<file path="config.mk">
export PLATFORM = sky130hd
export DESIGN_NAME = uart_tx
export DESIGN_NICKNAME = d
export VERILOG_FILES = /design/src/rtl/uart_tx.sv
export SDC_FILE = /design/constraint.sdc
export NUM_CORES = 1
export LEC_CHECK = 0
export ABC_AREA = 1
export CORE_MARGIN = 4
export CORE_UTILIZATION = 56
export CTS_CLUSTER_DIAMETER = 150
export DETAILED_ROUTE_END_ITERATION = 12
export GPL_ROUTABILITY_DRIVEN = 0
export PLACE_DENSITY = 0.86
export SLEW_MARGIN = 10
export SYNTH_ARGS = -nofsm -noshare
export SYNTH_HDL_FRONTEND = slang
export SYNTH_SLANG_ARGS = --single-unit
</file>
<file path="constraint.sdc">
create_clock -name clk_i -period 4.05 [get_ports clk_i]
set_clock_uncertainty 0.15 [all_clocks]
set_input_delay 0.405 -clock clk_i [delete_from_list [all_inputs] [get_ports clk_i]]
set_output_delay 0.405 -clock clk_i [all_outputs]
set_load 0.005 [all_outputs]
</file>
<file path="src/rtl/uart_tx.sv">
// Wishbone-attached UART transmitter: byte FIFO feeding an 8N1 serial framer.
// Define UART_TX_PARITY_EN to add an even-parity bit (8E1, 11-bit frames).
`ifndef SEL_WIDTH
`define SEL_WIDTH 4
`endif
`ifndef ADR_WIDTH
`define ADR_WIDTH 32
`endif
`ifndef DAT_WIDTH
`define DAT_WIDTH 32
`endif

module uart_tx #(
  parameter int unsigned CLK_DIV    = 16,
  parameter int unsigned FIFO_DEPTH = 8
) (
  input  logic                    clk_i,
  input  logic                    rst_i,
  input  logic                    uart_tx_stb_i,
  input  logic                    uart_tx_cyc_i,
  input  logic                    uart_tx_we_i,
  input  logic [`SEL_WIDTH-1:0]   uart_tx_sel_i,
  input  logic [`ADR_WIDTH-1:0]   uart_tx_adr_i,
  input  logic [`DAT_WIDTH-1:0]   uart_tx_dat_i,
  output logic [`DAT_WIDTH-1:0]   uart_tx_dat_o,
  output logic                    uart_tx_ack_o,
  output logic                    uart_tx_err_o,
  output logic                    tx_o
);

  localparam int AW = $clog2(FIFO_DEPTH);
  localparam int CW = AW + 1;
  localparam logic [15:0] BAUD_LOAD = 16'(CLK_DIV - 1);

  typedef enum logic [2:0] {
    ST_IDLE   = 3'd0,
    ST_START  = 3'd1,
    ST_DATA   = 3'd2,
`ifdef UART_TX_PARITY_EN
    ST_PARITY = 3'd3,
`endif
    ST_STOP   = 3'd4
  } state_t;

`ifdef UART_TX_PARITY_EN
  function automatic logic even_parity(input logic [7:0] b);
    return ^b;
  endfunction
`endif

  logic [7:0]            fifo_mem_r [FIFO_DEPTH];
  logic [AW-1:0]         wr_ptr_r, rd_ptr_r;
  logic [CW-1:0]         count_r;
  logic                  full_s, empty_s, push_s, pop_s, access_s, busy_s;
  state_t                state_r;
  logic [15:0]           baud_r;
  logic [2:0]            bit_idx_r;
  logic [7:0]            shift_r;
`ifdef UART_TX_PARITY_EN
  logic                  par_r;
`endif
  logic                  tx_r, ack_r, err_r, ack_s, err_s;
  logic [`DAT_WIDTH-1:0] dat_r, dat_s, status_s;
  logic                  unused_s;

  assign full_s   = (count_r == CW'(FIFO_DEPTH));
  assign empty_s  = (count_r == {CW{1'b0}});
  assign busy_s   = (state_r != ST_IDLE);
  assign access_s = uart_tx_cyc_i & uart_tx_stb_i & ~(ack_r | err_r);
  // The framer takes the head byte when leaving IDLE or at the end of a stop bit.
  assign pop_s    = ~empty_s & ((state_r == ST_IDLE) |
                                ((state_r == ST_STOP) & (baud_r == 16'd0)));
  assign unused_s = ^{uart_tx_sel_i, uart_tx_adr_i, uart_tx_dat_i};

  assign uart_tx_dat_o = dat_r;
  assign uart_tx_ack_o = ack_r;
  assign uart_tx_err_o = err_r;
  assign tx_o          = tx_r;

  // Status word assembly
  always_comb begin
    status_s       = {`DAT_WIDTH{1'b0}};
    status_s[0]    = full_s;
    status_s[1]    = empty_s;
    status_s[2]    = busy_s;
    status_s[14:8] = 7'(count_r);
  end

  // Register decode and termination select
  always_comb begin
    ack_s  = 1'b0;
    err_s  = 1'b0;
    dat_s  = {`DAT_WIDTH{1'b0}};
    push_s = 1'b0;
    if (access_s) begin
      case (uart_tx_adr_i[3:2])
        2'd0: begin
          if (!uart_tx_we_i) begin
            err_s = 1'b1;
          end else if (!uart_tx_sel_i[0]) begin
            ack_s = 1'b1;
          end else if (full_s) begin
            err_s = 1'b1;
          end else begin
            push_s = 1'b1;
            ack_s  = 1'b1;
          end
        end
        2'd1: begin
          if (uart_tx_we_i) begin
            err_s = 1'b1;
          end else begin
            ack_s = 1'b1;
            dat_s = status_s;
          end
        end
        default: err_s = 1'b1;
      endcase
    end else begin
      ack_s = 1'b0;
      err_s = 1'b0;
    end
  end

  // Bus termination registers
  always_ff @(posedge clk_i or negedge rst_i) begin
    if (!rst_i) begin
      ack_r <= 1'b0;
      err_r <= 1'b0;
      dat_r <= {`DAT_WIDTH{1'b0}};
    end else begin
      ack_r <= ack_s;
      err_r <= err_s;
      dat_r <= dat_s;
    end
  end

  // FIFO storage; contents are don't-care until written
  always_ff @(posedge clk_i) begin
    if (push_s) begin
      fifo_mem_r[wr_ptr_r] <= uart_tx_dat_i[7:0];
    end
  end

  // FIFO pointers and occupancy
  always_ff @(posedge clk_i or negedge rst_i) begin
    if (!rst_i) begin
      wr_ptr_r <= {AW{1'b0}};
      rd_ptr_r <= {AW{1'b0}};
      count_r  <= {CW{1'b0}};
    end else begin
      if (push_s) wr_ptr_r <= wr_ptr_r + AW'(1);
      if (pop_s)  rd_ptr_r <= rd_ptr_r + AW'(1);
      case ({push_s, pop_s})
        2'b10:   count_r <= count_r + CW'(1);
        2'b01:   count_r <= count_r - CW'(1);
        default: count_r <= count_r;
      endcase
    end
  end

  // Serial framer; tx_r is decoded from the previous cycle's state so it never glitches
  always_ff @(posedge clk_i or negedge rst_i) begin
    if (!rst_i) begin
      state_r   <= ST_IDLE;
      baud_r    <= 16'd0;
      bit_idx_r <= 3'd0;
      shift_r   <= 8'd0;
`ifdef UART_TX_PARITY_EN
      par_r     <= 1'b0;
`endif
      tx_r      <= 1'b1;
    end else begin
      case (state_r)
        ST_IDLE:  tx_r <= 1'b1;
        ST_START: tx_r <= 1'b0;
        ST_DATA:  tx_r <= shift_r[0];
`ifdef UART_TX_PARITY_EN
        ST_PARITY: tx_r <= par_r;
`endif
        ST_STOP:  tx_r <= 1'b1;
        default:  tx_r <= 1'b1;
      endcase

      if (pop_s) begin
        state_r <= ST_START;
        baud_r  <= BAUD_LOAD;
        shift_r <= fifo_mem_r[rd_ptr_r];
`ifdef UART_TX_PARITY_EN
        par_r   <= even_parity(fifo_mem_r[rd_ptr_r]);
`endif
      end else begin
        case (state_r)
          ST_IDLE: state_r <= ST_IDLE;
          ST_START: begin
            if (baud_r == 16'd0) begin
              state_r   <= ST_DATA;
              baud_r    <= BAUD_LOAD;
              bit_idx_r <= 3'd0;
            end else begin
              baud_r <= baud_r - 16'd1;
            end
          end
          ST_DATA: begin
            if (baud_r == 16'd0) begin
              baud_r  <= BAUD_LOAD;
              shift_r <= {1'b0, shift_r[7:1]};
              if (bit_idx_r == 3'd7) begin
`ifdef UART_TX_PARITY_EN
                state_r <= ST_PARITY;
`else
                state_r <= ST_STOP;
`endif
              end else begin
                bit_idx_r <= bit_idx_r + 3'd1;
              end
            end else begin
              baud_r <= baud_r - 16'd1;
            end
          end
`ifdef UART_TX_PARITY_EN
          ST_PARITY: begin
            if (baud_r == 16'd0) begin
              state_r <= ST_STOP;
              baud_r  <= BAUD_LOAD;
            end else begin
              baud_r <= baud_r - 16'd1;
            end
          end
`endif
          ST_STOP: begin
            if (baud_r == 16'd0) begin
              state_r <= ST_IDLE;
            end else begin
              baud_r <= baud_r - 16'd1;
            end
          end
          default: state_r <= ST_IDLE;
        endcase
      end
    end
  end

endmodule

</file>
==> flow_summary.yaml, run 1 <==
setup_path:
  regToRegEndpoint: "count_r[3]"
  rrSetupSlack_ns: 0.77
  crit_chain: "inv_1, ha_1, nand2_2, nor2_2, nand3_2, nand2_2, nand2_4, inv_2, ha_1, xor2_1, nand2_1, o21ai_0, nand3_1, xor2_1"
  critPathRequiredTime_ns: 4.30
  cp_top_family: "simple AND/OR/NAND/NOR gates"
  worst_ep_arrival_time_ns: 3.53
  cp-start-kind: "flop"
  cpPeakStageDelay_ns: 0.35
  cp_max_fo: 43
  reg2reg_depth: 14
  crit_type: "reg -> reg"
  r2r-start: "baud_r[0]"
  crit_path_end_kind: "flop"
  critPathSlowestCell: "dfrtp_1"
  path_buf_inv: 2
sta:
  setup_tns_ns: 0
  fin_crit_sh_pct: 81.0
  rsz0062_at_grt: "false"
  finalMaxSlewViolations: 0
  clock.fmax_mhz: 305
  period_minus_slack_ns: 3.28
  layout_setup_ws_ns: 0.770
  hold-worst-slack_ns: 0.321
  relSlewSlack_pct: 34.8
  hold_viol_final: 0
  setup_viol: 0
  worst_pin_slew_ns: 0.978
detailed_routing:
  antenna_left: 0
  wl_met2_mm: 6.13
  drc: 0
  wl_per_cell_um: 15.4
  finalWirelength_mm: 11.6
  top_layer: "met4"
  first_iter_violations: 315
  routedLengthMet1_mm: 4.42
  drt-pass1-iter-count: 5
  met3RoutedLength_um: 843
  num_vias: 4156
  vias_per_cell: 5.51
final_layout:
  final_common_cell: "nand2_1"
  layout.cells.non_filler: 754
  area_growth_pct: 15.4
  drive_gt1_share_pct: 9.60
  nNetsFinal: 693
  n_fill_cell: 683
  antennaDiodeCount: 0
  multi_input_area_sq_um: 1970
  seq_area_sq_um: 3170
  final_cell_mix: "nand2_1 (119), edfxtp_1 (64), nand3_1 (61), nor2_1 (58), dfrtp_1 (49)"
pwr:
  ir_worst_vdd_mv: 0.406
  cellPowerDensity_nw_per_um2: 438
  power_mw: 2.78
  p_leak_nw: 2.73
floorplan:
  ios: 108
  coreArea_sq_um: 9420
  die_area_sq_um: 11500
  floorplan.initialDensity_pct: 58.5
  rows: 35
  die_w_um: 107
  fp.dieH_um: 107
cts:
  cts_resized: 0
  cts_hold_buf: 1
  clk_latency_ns: 0.51
  htree_levels: 4
  clockRootBuffer: "clkbuf_8"
  clock_sinks: 114
  cts_setup_buffers: 0
  cts_buffers: 17
  path_clk_slew_ns: 0.05
  cts_max_path_buffers: 2
  cts_tree: "built"
logic_synthesis:
  synthDominantCellAreaShare_pct: 34.9
  synth_area_sq_um: 5510
  ys_ff_latch: 114
  postSynthCellCount: 577
  synth.area.top_cells: "edfxtp_1 (35%), dfrtp_1 (22%), nand2_1 (8.1%), nand3_1 (5.5%), nor2_1 (4.0%)"
  yosys_warnings: 0
  syn_avg_cell_area_sq_um: 9.55
  synth_cell_types: 39
  synth_seq_area_share_pct: 57.6
  yosysTopAreaCell: "edfxtp_1"
placement:
  hpwlAfterDp_mm: 7.06
  pre_cts_ws_ns: 0.962
  place.port_buffers: 25
  post-place-cells: 721
global_routing:
  grt_usage_pct: 21.6
  grt_pass1_vias: 4148
  grt_start_max_net_pins: 51
  antenna_found_initial: 0
  grt_overflow: 0
  grt_pass1_wl_mm: 19.1
job:
  drv_cap: 0
run_status:
  status: "complete, no violations"
hold_path:
  min_path_type: "in -> async"
==> area by class of cell <==
cell class	instances	area share (%)
inverter	46	2.72
tap	129	2.54
clock buffer	21	6.91
multi-input combinational	398	31.0
sequential	114	50.0
timing repair buffer	35	5.12
clock inverter	11	1.77
==> layer usage <==
layer	GRT usage, %	vias up
met5	0	-
met1	24.6	1990
met4	9.50	0
met2	37.4	179
li1	-	1964
met3	6.26	23
==> logic make-up (layout without fill, tap and decap cells) <==
group | count (synthesis) | count (layout) | synth area share (%)
flip-flops | 114 | 114 | 57.6
other | 1 | 25 | 0.0681
XOR/XNOR | 15 | 15 | 2.39
buffers and inverters | 89 | 113 | 8.25
adder cells (fa/ha/maj) | 8 | 8 | 1.82
AO/OA/AOI/OAI | 79 | 79 | 7.88
AND/OR/NAND/NOR | 271 | 271 | 22.0
==> sequential cells by signal, indices dropped and copies added (netlist names) <==
signal         count
shift_r            8
state_r            3
bit_idx_r          3
fifo_mem_r        64
rd_ptr_r           3
tx_o               1
baud_r            16
count_r            4
uart_tx_dat_o      7
uart_tx_err_o      1
uart_tx_ack_o      1
wr_ptr_r           3
==> synth_stat cells <==
master,count
conb_1,1
nand4_1,2
nor3_4,1
o22ai_1,14
ha_1,8
a31oi_1,1
o21ai_4,1
buf_1,1
nand3_2,2
edfxtp_1,64
dfstp_2,1
clkbuf_1,8
nand2_4,2
nor2_2,4
clkinv_1,1
a21boi_0,1
o211ai_1,1
a21oi_1,18
and2_1,1
nand2_2,4
buf_2,6
nor2_4,3
inv_2,3
dfrtp_1,49
nor3_1,9
inv_1,42
o21ai_0,40
xor2_1,10
buf_6,2
nor2_1,58
xnor2_1,5
nand2_1,119
nor3b_1,1
nand3_1,61
or2_2,3
o21ai_1,2
buf_4,26
o221ai_1,1
nand3b_1,1
==> stage by stage <==
step / cell area [sq um] / utilization [%]
after CTS: 6350 / 67.5
after detailed placement: 5790 / 61.5
after floorplan: 5600 / -
after global routing: 6350 / 67.5
final: 6350 / 67.5
after global placement: 5790 / 61.5
==> where the power goes <==
| part | switching, mW | leakage (nW) | internal [mW] |
|---|---|---|---|
| logic | 0.0745 | 1.27 | 0.0459 |
| registers | 0.0280 | 1.20 | 1.25 |
| clock network | 0.501 | 0.260 | 0.881 |
==> worst max path at each step <==
stage | start | endpoint | slack (ns) | cells past startpoint
2_1_floorplan | baud_r[0] | count_r[3] | 1.57 | 15
3_3_place_gp | baud_r[0] | count_r[2] | 1.12 | 14
3_5_place_dp | baud_r[0] | count_r[3] | 0.96 | 14
4_1_cts | baud_r[0] | count_r[3] | 0.86 | 14
5_1_grt | baud_r[0] | count_r[3] | 0.53 | 14
6_report | baud_r[0] | count_r[3] | 0.77 | 14
No activity file was read; power rests on OpenSTA's default activity.
==> inputs of run 2 (changes only) <==
Settings changed: CORE_UTILIZATION 56 to 47, PLACE_DENSITY 0.86 to 0.77.
Clock period 4.05 ns to 2.93 ns, I/O delays scaled along.
==> flow_summary.yaml, run 2 (same netlist as run 1, synthesis figures left out) <==
run_status:
  status: "complete, no violations"
detailed_routing:
  num_vias: 4025
  antenna_left: 0
  drc: 0
  first_iter_violations: 275
  finalWirelength_mm: 10.8
  vias_per_cell: 5.21
  drt-pass1-iter-count: 4
  wl_per_cell_um: 14.0
final_layout:
  largest_register_ffs: 64
  nNetsFinal: 697
  area_growth_pct: 17.1
  final_cell_mix: "nand2_1 (119), edfxtp_1 (64), nand3_1 (61), nor2_1 (58), dfrtp_1 (49)"
  antennaDiodeCount: 0
  final_common_cell: "nand2_1"
  regMostFlops: "fifo_mem_r"
  layout.cells.non_filler: 772
  multi_input_area_sq_um: 1970
  seq_area_sq_um: 3170
  drive_gt1_share_pct: 11.0
  reg_top3: "fifo_mem_r x64, baud_r x16, shift_r x8"
  n_fill_cell: 963
pwr:
  cellPowerDensity_nw_per_um2: 613
  p_leak_nw: 2.76
  ir_worst_vdd_mv: 0.610
  power_mw: 3.95
sta:
  setup_viol: 0
  period_minus_slack_ns: 2.65
  relSlewSlack_pct: 27.9
  fin_crit_sh_pct: 90.5
  rsz0062_at_grt: "false"
  setup_tns_ns: 0
  layout_setup_ws_ns: 0.277
  worst_pin_slew_ns: 1.08
  finalMaxSlewViolations: 0
  hold_viol_final: 0
  hold-worst-slack_ns: 0.337
  clock.fmax_mhz: 377
floorplan:
  rows: 39
  floorplan.initialDensity_pct: 48.0
  ios: 108
  die_w_um: 116
  die_area_sq_um: 13500
  coreArea_sq_um: 11500
  fp.dieH_um: 116
cts:
  clk_latency_ns: 0.41
  clock_sinks: 114
  cts_setup_buffers: 0
  cts_max_path_buffers: 2
  htree_levels: 4
  cts_tree: "built"
  clockRootBuffer: "clkbuf_16"
  path_clk_slew_ns: 0.05
  cts_buffers: 17
job:
  drv_cap: 0
setup_path:
  cp-start-kind: "flop"
  critPathRequiredTime_ns: 3.08
  worst_ep_arrival_time_ns: 2.80
  reg2reg_depth: 14
  regToRegEndpoint: "count_r[3]"
  crit_path_end_kind: "flop"
  cpPeakStageDelay_ns: 0.36
  crit_start: "baud_r[0]"
  critPathSlowestCell: "dfrtp_1"
  cp_max_fo: 13
  cp_top_family: "simple AND/OR/NAND/NOR gates"
  crit_path_end: "count_r[3]"
  path_buf_inv: 2
  path_depth: 14
  crit_chain: "inv_1, ha_2, nand2_2, nor2_2, nand3_2, nand2_2, nand2_4, inv_4, ha_2, xor2_1, nand2_1, o21ai_0, nand3_1, xor2_1"
  r2r-start: "baud_r[0]"
  rrSetupSlack_ns: 0.28
  crit_type: "reg -> reg"
placement:
  place.port_buffers: 25
  pre_cts_ws_ns: 0.164
  post-place-cells: 739
  hpwlAfterDp_mm: 7.13
hold_path:
  hold-path-cell-count: 3
  min_path_type: "in -> reg"
global_routing:
  grt_start_max_net_pins: 51
  grt_pass1_vias: 3865
  grt_usage_pct: 17.0
  grt_pass1_wl_mm: 17.6
  grt_overflow: 0
  antenna_found_initial: 0
## run 2: cell types whose count changed in the layout (fill, tap and decap cells not counted), sizes merged
cell	before	now
clkbuf	21	17
bufinv	2	3
clkinvlp	3	5
inv	45	46
buf	10	14
## run 2: metrics by stage
stage          area (sq um)  util, %
4_1_cts                6440     56.2
3_5_place_dp           5840     50.9
3_3_place_gp           5840     50.9
5_1_grt                6450     56.2
2_1_floorplan          5600        -
6_report               6450     56.2
## run 2: per-layer routing
layer / up-vias / part of all wire (%) / GRT usage, % / wire length (um)
li1: 1976 / - / - / -
met1: 1950 / 41 / 19.0 / 4440
met2: 87 / 53 / 30.6 / 5730
met3: 12 / 4.8 / 5.44 / 517
met4: 0 / 1.1 / 5.72 / 120
met5: - / 0 / 0 / 0
## run 2: power breakdown
part	total, mW	leakage, nW	switching, mW	internal [mW]
Clock	2.03	0.274	0.707	1.32
Combinational	0.156	1.28	0.0957	0.0607
Sequential	1.76	1.20	0.0349	1.73
## run 2: worst min-delay path by stage
stage | startpoint | end | slack [ns]
2_1_floorplan | rst_i | baud_r[0] | -0.15
3_3_place_gp | bit_idx_r[0] | bit_idx_r[0] | 0.31
3_5_place_dp | bit_idx_r[1] | bit_idx_r[1] | 0.33
4_1_cts | uart_tx_cyc_i | uart_tx_err_o | 0.33
5_1_grt | uart_tx_cyc_i | uart_tx_ack_o | 0.35
6_report | uart_tx_cyc_i | uart_tx_err_o | 0.34
## run 2: cell type report
cell class | instances | area share (%)
clock buffer | 17 | 6.60
clock inverter | 15 | 2.58
inverter | 46 | 2.72
multi-input combinational | 398 | 30.6
sequential | 114 | 49.2
tap | 143 | 2.78
timing repair buffer | 39 | 5.47
## run 2: worst reg2reg max path: cells and delay by family, from the launching register on
| family | cells | cell delay, ns |
|---|---|---|
| XOR/XNOR | 2 | 0.37 |
| buffers and inverters | 2 | 0.24 |
| AND/OR/NAND/NOR | 7 | 0.78 |
| AO/OA/AOI/OAI | 1 | 0.18 |
| flip-flops | 1 | 0.36 |
| adder cells (fa/ha/maj) | 2 | 0.47 |
## run 2: timing repair
item                                    4_1_cts  5_1_grt
hold buffers                                  1        0
endpoints found under the setup margin        0        1
resized for setup                             0        3
hold endpoints to repair                     49        0
==> inputs of run 3 (changes only) <==
Settings changed: CTS_CLUSTER_SIZE from default to 10.
==> results of run 3 <==
Final layout, timing and power as in run 2 (identical DEF).
